**config.mk**
```make
export PLATFORM = sky130hd
export DESIGN_NAME = rv64g_reg_lock_tracker
export DESIGN_NICKNAME = d
export VERILOG_FILES = /design/src/rtl/rv64g_reg_lock_tracker.sv
export SDC_FILE = /design/constraint.sdc
export NUM_CORES = 1
export LEC_CHECK = 0
export ABC_AREA = 1
export ABC_CLOCK_PERIOD_IN_PS = 5400
export BUFFER_PORTS_ARGS = -buffer_cell sky130_fd_sc_hd__buf_4
export CORE_MARGIN = 5
export CORE_UTILIZATION = 54
export CTS_CLUSTER_SIZE = 16
export DETAILED_ROUTE_END_ITERATION = 12
export PLACE_DENSITY = 0.71
export RECOVER_POWER = 25
export SYNTH_ARGS = -nofsm -noshare
export SYNTH_HDL_FRONTEND = slang
export SYNTH_SLANG_ARGS = --single-unit
```
**constraint.sdc**
```tcl
create_clock -name clk_i -period 5.4 [get_ports clk_i]
set_input_delay 1.08 -clock clk_i [delete_from_list [all_inputs] [get_ports clk_i]]
set_output_delay 1.08 -clock clk_i [all_outputs]
set_load 0.02 [all_outputs]
```
**src/rtl/rv64g_reg_lock_tracker.sv**
```systemverilog
// -----------------------------------------------------------------------------
// rv64g_reg_lock_tracker
//
// Scoreboard for outstanding register writes. Each architectural register has
// a small counter of in-flight writes. Issues increment it and write-backs
// decrement it. A register is "locked" while its counter is non-zero. Issues
// to a register that already has NOS writes in flight are back-pressured.
// x0 is never tracked.
//
// Ports
//   clk_i          clock, all state updates on the rising edge
//   arst_ni        asynchronous active-low reset
//   clear_i        synchronous flush of all counters and locks (err_o kept)
//   issue_rd_i     destination register of the launching instruction
//   issue_valid_i  launcher presents an instruction writing issue_rd_i
//   issue_ready_o  tracker accepts the issue this cycle
//   wb_rd_i        register being written back
//   wb_valid_i     write-back completes this cycle (always accepted)
//   locks_o        registered per-register lock vector (bit 0 always 0)
//   err_o          sticky protocol-error flag
//
// Configuration
//   RV64G_REG_LOCK_ERR_EN  when defined, err_o is set by an underflow
//                          write-back, or by an issue stalled for more than
//                          255 consecutive cycles. When it is not defined,
//                          err_o is tied to 0.
// -----------------------------------------------------------------------------

package rv64g_pkg;
  localparam int NUM_REGS        = 64;
  localparam int NUM_OUTSTANDING = 4;
endpackage

module rv64g_reg_lock_tracker #(
  parameter  int NR  = rv64g_pkg::NUM_REGS,
  parameter  int NOS = rv64g_pkg::NUM_OUTSTANDING,
  localparam int IW  = $clog2(NR),
  localparam int CW  = $clog2(NOS + 1)
) (
  input  logic          clk_i,
  input  logic          arst_ni,
  input  logic          clear_i,
  input  logic [IW-1:0] issue_rd_i,
  input  logic          issue_valid_i,
  output logic          issue_ready_o,
  input  logic [IW-1:0] wb_rd_i,
  input  logic          wb_valid_i,
  output logic [NR-1:0] locks_o,
  output logic          err_o
);

  localparam logic [CW-1:0] NOS_C = CW'(NOS);

  logic [CW-1:0] cnt_q [NR];
  logic [CW-1:0] cnt_d [NR];
  logic [NR-1:0] lock_q;
  logic [NR-1:0] lock_d;
  logic [NR-1:0] iss_hit;
  logic [NR-1:0] wb_hit;
  logic          issue_fire;

  // Ready looks only at registered counters: a same-cycle write-back does not
  // free a slot until the next cycle.
  assign issue_ready_o = (issue_rd_i == '0) || (cnt_q[issue_rd_i] < NOS_C);
  assign issue_fire    = issue_valid_i & issue_ready_o;

  assign iss_hit = (issue_fire && issue_rd_i != '0) ? (NR'(1) << issue_rd_i) : '0;
  assign wb_hit  = (wb_valid_i && wb_rd_i != '0) ? (NR'(1) << wb_rd_i) : '0;

  // An issue and write-back to the same register cancel out. A write-back to
  // an empty counter is ignored (underflow).
  always_comb begin
    for (int r = 0; r < NR; r++) begin
      cnt_d[r] = cnt_q[r];
      if (iss_hit[r] && !wb_hit[r]) begin
        cnt_d[r] = cnt_q[r] + CW'(1);
      end else if (wb_hit[r] && !iss_hit[r] && cnt_q[r] != '0) begin
        cnt_d[r] = cnt_q[r] - CW'(1);
      end
      if (clear_i) begin
        cnt_d[r] = '0;
      end
    end
  end

  always_comb begin
    lock_d = '0;
    for (int r = 1; r < NR; r++) begin
      lock_d[r] = (cnt_d[r] != '0);
    end
  end

  always_ff @(posedge clk_i or negedge arst_ni) begin
    if (!arst_ni) begin
      for (int r = 0; r < NR; r++) begin
        cnt_q[r] <= '0;
      end
      lock_q <= '0;
    end else begin
      cnt_q  <= cnt_d;
      lock_q <= lock_d;
    end
  end

  assign locks_o = lock_q;

`ifdef RV64G_REG_LOCK_ERR_EN
  logic [7:0] stall_cnt_q;
  logic       err_q;
  logic       stall;
  logic       underflow;

  assign stall     = issue_valid_i & ~issue_ready_o;
  // A write-back paired with a same-register issue is not an underflow; a
  // write-back swallowed by a flush is not checked.
  assign underflow = wb_valid_i && (wb_rd_i != '0) && (cnt_q[wb_rd_i] == '0) &&
                     !(issue_fire && issue_rd_i == wb_rd_i) && !clear_i;

  // stall_cnt_q holds the number of consecutive stalled cycles already seen;
  // reaching 255 on yet another stalled edge means more than 255 cycles.
  always_ff @(posedge clk_i or negedge arst_ni) begin
    if (!arst_ni) begin
      stall_cnt_q <= '0;
      err_q       <= 1'b0;
    end else begin
      if (stall) begin
        if (stall_cnt_q != 8'hFF) begin
          stall_cnt_q <= stall_cnt_q + 8'd1;
        end
      end else begin
        stall_cnt_q <= '0;
      end
      if (underflow || (stall && stall_cnt_q == 8'hFF)) begin
        err_q <= 1'b1;
      end
    end
  end

  assign err_o = err_q;
`else
  assign err_o = 1'b0;
`endif

endmodule

```
Word level (Yosys, flattened, before mapping)
Index checks and enable logic that the tools add are counted.
- add/sub/neg operators: 128
- multipliers: 0
- div/mod/pow operators: 0
- magnitude comparators: 2
- equal/unequal tests: 0
- shift operators: 2
- muxes and demuxes: 197
- bitwise logic cells: 2
- reductions and logical operators: 454
- operators by type and width (operator ; number):
    two-way mux 3 bit ; 194
    nonzero test 3 bit ; 128
    logical AND 1 bit ; 194
    adder 3 x 1 -> 3 bit (second input constant) ; 64
    subtractor 3 x 1 -> 3 bit (second input constant) ; 64
    zero test 1 bit ; 128
    two-way mux 64 bit ; 2
    left shift 1 x 6 -> 64 bit (first input constant) ; 2
    binary-select mux 3 bit (select 6 bit) ; 1
    nonzero test 6 bit ; 2
    >= comparator 7 bit (second input constant) ; 1
    inverter 6 -> 7 bit ; 1
    zero test 6 bit ; 1
    less-than comparator 3 bit (second input constant) ; 1
    bitwise AND 1 bit ; 1
    logical OR 1 bit ; 1
- register bits after elaboration: 255
- latch bits: 0
- RAM bits: 0
- ROM bits: 0
- input bits: 17
- logic and storage cells: 850
- memories kept: 0

Logic depth before layout (Yosys ltp)
Gate-level depths: netlist (run 1).
- word-level depth: 16
- mapped depth: 17

Least setup slack after synthesis (run 1)
OpenSTA, ideal clock, no wires.
- path type: input -> output
- start: input port issue_rd_i[1]
- end: output port issue_ready_o
- arrival time: 2413 ps
- required time: 4320 ps
- path slack: 1907 ps
- stages: 11
- cells stage by stage: buf_2 -> nor2_1 -> a21oi_1 -> nand3_1 -> nand3_1 -> nand3_1 -> nand3_1 -> buf_4 -> buf_2 -> nand2_1 -> nand2_1
- longest elaborated chain between the ends: 6
- elaborated cells between the ends (all ways): 7
- classes of those cells: 1 x order compare; 3 x mux; 1 x bitwise; 2 x reduce/logical
- RTL lines (what ; line ; source):
    start, declared ; 43 ; input logic [IW-1:0] issue_rd_i,
    inverter 6 -> 7 bit (not written as such) ; 64 ; assign issue_ready_o = (issue_rd_i == '0) || (cnt_q[issue_rd_i] < NOS_C);
    binary-select mux 3 bit (select 6 bit) ; 64 ;
    two-way mux 3 bit (not written as such) (2 in a row) ; 64 ;
    less-than comparator 3 bit ; 64 ;
    logical OR 1 bit (*) ; 64 ;
    end, declared ; 45 ; output logic issue_ready_o,
Mark *: on every way between the ends. The rest lies on a longest branch, timed or not. The select of a mux whose other input is x is not followed.

Final worst setup path (run 1)
- start: input port issue_rd_i[0]
- end: output port issue_ready_o
The elaborated chain is that of the path after synthesis.

==> reports/metrics.cfg, run 1 <==
[pwr]
p_leak_nw=12.7
clkPwrFrac=0.489
p_sw_mw=1.13
powerDensity_nw_per_um2=208
internal_power_mw=3.36
ir_worst_vdd_mv=0.239
power_frac_comb=0.083
switching_share=0.252
sequentialPowerShare=0.428

[route]
wl_mm=57.4
via_count=18662
drtAntennaViolNets=0
drtIter0Drc=1626
vias_per_cell=5.55
drc_errors=0
wl_per_cell_um=17.1
first_pass_iters=6

[critical_path]
r2r-start=cnt_q[89]$_DFF_PN0_
r2r-end=locks_o[17]$_DFF_PN0_
cp.arrival_ns=3.16
slowest_delay_ns=0.35
start_kind=input pin
reg2reg_depth=14
crit_path_max_fanout=33
path_common_cell=nand2_1
cp_data_required_time_ns=4.32
end_kind=output port
slowest_stage=nand2_1
path_cells=buf_4 > nand2_1 > inv_1 > nand2_1 > nand4_1 > nand3_1 > nand3_1 > nand3_2 > nand2_1 > nand2_1 > buf_4
path_class=input pin to output port
r2r_slack_ns=2.17

[layout]
seq_area_um2=6330
final_layout_size_suffix_gt1_frac=0.0548
area_delta_synth_final_pct=10.2
multi_input_area_um2=10700
fillers=3314
final_net_count=3084
finalNonFillerCells=3364

[timing]
slew_headroom=-1.05
timing.final.crit_period_ns=4.24
setup_viol=0
tightest_slew_ns=3.08
finalHoldViolations=0
rsz0062_at_grt=no
finalMaxSlewViolations=114
finalCritPeriodShare=0.785
clock.fmax_ghz=0.236
fin_tns_setup_ns=0
skew_ns=0.0154

[floorplanning]
rows=69
core_area_um2=35700
dieHeight_um=201
dieArea_um2=40200
ios=83
start_util=0.548
dieWidth_um=201

[clock_network]
clk_latency_ns=0.58
cts_buffers=30
clk_pin_slew_ns=0.06
tritoncts=done
max-clock-path-buffers=3
ctsResizeCount=0
numClockSinks=253
htreeDepth=1
post-cts-setup-buffers=0
ctsHoldBuffers=0
root_buffer=clkbuf_16

[logic_synthesis]
ys_types=31
synthCells=2836
synth_area_leader_cell=dfrtp_1
synth_top_area_share=0.323
synth_xor_area_frac=0.0442
synth.top_cells.by_area=dfrtp_1 32%, nand3_1 13%, ha_1 12%, nand2_1 11%, inv_1 11%
synth-seq-area-share=0.323
synthAdderAreaFrac=0.121
yosys_warnings=0
syn_area_um2=19600
synth_seq_cells=253
synth_top_family_by_area=simple AND/OR/NAND/NOR gates
avgSynthCellArea_um2=6.91
yosys.area_share.simple=0.344
synth_compound_area_frac=0.0379
synth_mux_area_frac=0

[status]
outcome=finished, violations left
failed_checks=capacitance limit, slew limit

[place]
dp_cells=3307
port_buffers=80
hpwl_mm=41.8
gp_congestion=0.978

[hold_path]
min_path_cells=2
min_from=cnt_q[191]$_DFFE_PN0P_
hold_end=cnt_q[191]$_DFFE_PN0P_
hp-class=flop to flop

[grt]
track_usage=0.277
grt_pass1_wl_mm=92.4
antenna_found_initial=2
grt_start_max_net_pins=118
grt_pass1_vias=18011
grt_remaining_overflow=0

[flow_run]
maxCapViolCount=1

placed cells by master (no fill, tap or decap), types with 14 or more instances in the layout:
| cell | count |
|---|---|
| ha_1 | 189 |
| nor2_1 | 221 |
| buf_4 | 91 |
| xnor2_1 | 67 |
| o21ai_0 | 73 |
| clkbuf_16 | 31 |
| xor2_1 | 32 |
| inv_1 | 568 |
| dfrtp_1 | 253 |
| nand3_1 | 498 |
| nand4_1 | 153 |
| a21oi_1 | 38 |
| or2_0 | 14 |
| nand2_1 | 576 |
| o211ai_1 | 16 |
Yosys cell counts (all sizes together):
| master | count |
|---|---|
| xnor2 | 67 |
| o21ai | 76 |
| inv | 574 |
| clkinv | 4 |
| nand2 | 577 |
| a21oi | 38 |
| dfrtp | 253 |
| and3 | 1 |
| nand3 | 501 |
| nor3 | 9 |
| nand3b | 2 |
| buf | 57 |
| xor2 | 32 |
| conb | 1 |
| or2 | 19 |
| nor4 | 8 |
| o211ai | 16 |
| nand4 | 153 |
| a211oi | 7 |
| nor2 | 224 |
| clkbuf | 28 |
| ha | 189 |
kinds of logic after synthesis:
kind of cell               Yosys count
other                                1
and+or+nand+nor                   1494
adders and majority gates          189
AOI/OAI and AO/OA                  137
buffers and inverters              663
DFF                                253
xor gates and xnor gates            99
metrics by stage:
step	total power, mW	area [um^2]	hold slack (ns)	utilization	worst slack [ns]
after floorplan	2.17	19600	0.458	-	1.91
after global placement	2.32	20500	0.539	0.575	1.13
after detailed placement	2.32	20500	0.544	0.575	1.10
after CTS	4.54	21600	0.555	0.605	1.26
after global routing	4.66	21600	0.566	0.604	1.09
final	4.49	21600	0.546	0.604	1.16
area by class of cell:
cell class / count / area share
multi-input combinational: 1921 / 0.497
sequential: 253 / 0.293
inverter: 578 / 0.101
clock buffer: 39 / 0.0387
timing repair buffer: 94 / 0.0330
tap: 461 / 0.0267
clock inverter: 16 / 0.0110
antenna: 2 / 0.000232
power groups by stage:
stage | Clock (mW) | Sequential [mW] | Combinational [mW]
global route | 2.33 | 1.92 | 0.405
finish | 2.20 | 1.92 | 0.373
detailed placement | 0 | 1.96 | 0.367
global placement | 0 | 1.96 | 0.362
floorplan | 0 | 1.96 | 0.207
CTS | 2.25 | 1.92 | 0.368
worst max path at each step:
stage,slack (ns),depth (start not counted),from,endpoint
global placement,1.13,15,issue_rd_i[0],locks_o[29]$_DFF_PN0_
finish,1.16,11,issue_rd_i[0],issue_ready_o
global route,1.09,11,issue_rd_i[0],issue_ready_o
floorplan,1.91,11,issue_rd_i[1],issue_ready_o
detailed placement,1.10,15,issue_rd_i[0],locks_o[24]$_DFF_PN0_
CTS,1.26,10,issue_rd_i[0],issue_ready_o
routing by layer:
metal	global-route usage	up-vias	wire, um
met4	0.0944	2	2180
met2	0.468	613	27000
met3	0.0574	145	4020
li1	-	9076	-
met5	0	-	8
met1	0.357	8826	24200
state kept, by name (all words and copies together), names as in the netlist:
| name | cells |
|---|---|
| cnt_q | 190 |
| locks_o | 63 |
worst max-delay path: cells and delay by family:
family                 cells  cell delay [ns]
and+or+nand+nor            8             1.30
buffers and inverters      3             0.76
Power figures use the tool's default switching activity.
==> run 2, diff against run 1 <==
- ABC_AREA: 1 -> 0
- ABC_CLOCK_PERIOD_IN_PS: 5400 -> 4370
- clock period: 5.4 -> 4.37 ns (I/O delays scaled with it)
==> reports/metrics.cfg, run 2 <==
[layout]
area_delta_synth_final_pct=11.4
final_net_count=2379
layout_commonest_cell=nor2_1
largest_reg_flops=190
seq_area_um2=6330
fillers=2915
layout_common_cells=277 x nor2_1, 253 x dfrtp_1, 214 x nand2_1, 189 x ha_1, 187 x inv_1
multi_input_area_um2=10900
final_layout_size_suffix_gt1_frac=0.0972
top_register=cnt_q

[route]
drc_errors=0
drtIter0Drc=1322
first_pass_iters=6
via_count=15723
vias_per_cell=5.95
wl_per_cell_um=19.1
wl_mm=50.5
drtAntennaViolNets=0

[status]
failed_checks=capacitance limit, slew limit
outcome=finished, violations left

[critical_path]
path_common_cell=buf_4
r2r_slack_ns=1.22
cp.arrival_ns=3.26
crit_path_max_fanout=19
path_cells=buf_4 > buf_4 > mux4_2 > mux4_2 > mux2_2 > a21oi_1 > buf_4
start_kind=input pin
path_class=input pin to output port
end_kind=output port
slowest_delay_ns=0.54
slowest_stage=mux4_2
cp_data_required_time_ns=3.50

[logic_synthesis]
synthArstFlopShare=1.00
synth_top_area_share=0.348
synth_most_common_cell=nor2_1
synth_seq_cells=253
synth-edff-count=0
synth-seq-area-share=0.348
avgSynthCellArea_um2=8.67
synth_common_cells=277 x nor2_1, 253 x dfrtp_1, 214 x nand2_1, 189 x ha_1, 187 x inv_1
syn_area_um2=18200
yosys_warnings=0
synthCells=2100
synth_flop_cell=dfrtp_1
synth_area_leader_cell=dfrtp_1
ys_types=77
synth.top_cells.by_area=dfrtp_1 35%, ha_1 13%, nor2_1 5.7%, mux2i_1 4.5%, nand2_1 4.4%

[timing]
fin_tns_setup_ns=0
finalHoldViolations=0
timing.final.crit_period_ns=4.13
slew_headroom=-0.549
setup_viol=0
skew_ns=0.0120
clock.fmax_ghz=0.242
hold_slack_ns=0.541
tightest_slew_ns=2.32
rsz0062_at_grt=no
finalMaxSlewViolations=86
finalCritPeriodShare=0.946

[grt]
grt_remaining_overflow=0
grt_pass1_wl_mm=81.6
antenna_found_initial=2
track_usage=0.263
grt_use_met3=0.0447
grt_pass1_vias=15624
use_met1=0.334
grt_start_max_net_pins=170
grt.busiest_layer=met2
gr-usage-met2=0.442

[clock_network]
tritoncts=done
clk_pin_slew_ns=0.06
numClockSinks=253
post-cts-setup-buffers=0
ctsResizeCount=0
htreeDepth=1
max-clock-path-buffers=3
root_buffer=clkbuf_16
clk_latency_ns=0.56
cts_buffers=29
ctsHoldBuffers=0

[pwr]
p_leak_nw=9.14
ir_worst_vdd_mv=0.286
powerDensity_nw_per_um2=274

[floorplanning]
dieWidth_um=194
dieArea_um2=37500
dieHeight_um=194
ios=83
core_area_um2=33400
rows=67
start_util=0.545

[place]
hpwl_mm=37.4
port_buffers=80
gp_congestion=0.974

[hold_path]
hp-class=flop to flop

[flow_run]
maxCapViolCount=1

[run 2: cells by family after synthesis]
family | after synthesis | synth area share
and+or+nand+nor | 776 | 0.197
xor gates and xnor gates | 84 | 0.0404
DFF | 253 | 0.348
other | 1 | 0.000206
adders and majority gates | 189 | 0.130
muxes | 109 | 0.0718
buffers and inverters | 259 | 0.0566
AOI/OAI and AO/OA | 429 | 0.156
[run 2: final cells by class]
class | instances | area share
diodes | 1 | 0.000123
clock buffers | 37 | 0.0392
clock inverters | 13 | 0.00722
inverters | 189 | 0.0350
multi-input cells | 1589 | 0.536
flip-flops and latches | 253 | 0.312
well taps | 448 | 0.0276
repair buffers | 111 | 0.0430
[run 2: final timing paths]
kind | start | endpoint | depth (start not counted)
max reg2reg | cnt_q[182]$_DFF_PN0_ | locks_o[28]$_DFF_PN0_ | 9
min | cnt_q[191]$_DFFE_PN0P_ | cnt_q[191]$_DFFE_PN0P_ | 1
max in group asynchronous | arst_ni | cnt_q[94]$_DFF_PN0_ | 2
min in group asynchronous | arst_ni | locks_o[57]$_DFF_PN0_ | 1
min reg2reg | cnt_q[191]$_DFFE_PN0P_ | cnt_q[191]$_DFFE_PN0P_ | 1
max | issue_rd_i[0] | issue_ready_o | 7
[run 2: stage by stage]
step,worst slack (ns),cell area [um^2],instances,power (mW),utilization
after global routing,0.236,20300,2641,5.77,0.608
after floorplan,0.673,18200,2101,2.87,-
after CTS,0.339,20300,2640,5.60,0.608
after global placement,0.350,19300,2590,3.10,0.580
after detailed placement,0.333,19300,2590,3.12,0.580
final,0.238,20300,2641,5.55,0.608
[run 2: worst max-delay path, delay by kind of cell]
kind | cells | cell delay [ns]
compound gates | 1 | 0.31
buf+inv | 3 | 0.74
mux | 3 | 1.31
[run 2: layer usage]
metal	wire [um]	part of all wire	up-vias
li1	-	-	7446
met1	20500	0.41	7587
met4	2530	0.050	2
met3	3580	0.071	156
met2	23900	0.47	532
met5	7	0.00014	-
[run 2: where the power goes]
group / internal (mW) / switching (mW) / leakage [nW] / total [mW]
clock: 1.45 / 1.02 / 0.469 / 2.47
sequential: 2.40 / 0.0416 / 3.52 / 2.44
combinational: 0.213 / 0.432 / 5.14 / 0.645
total: 4.06 / 1.49 / 9.14 / 5.55
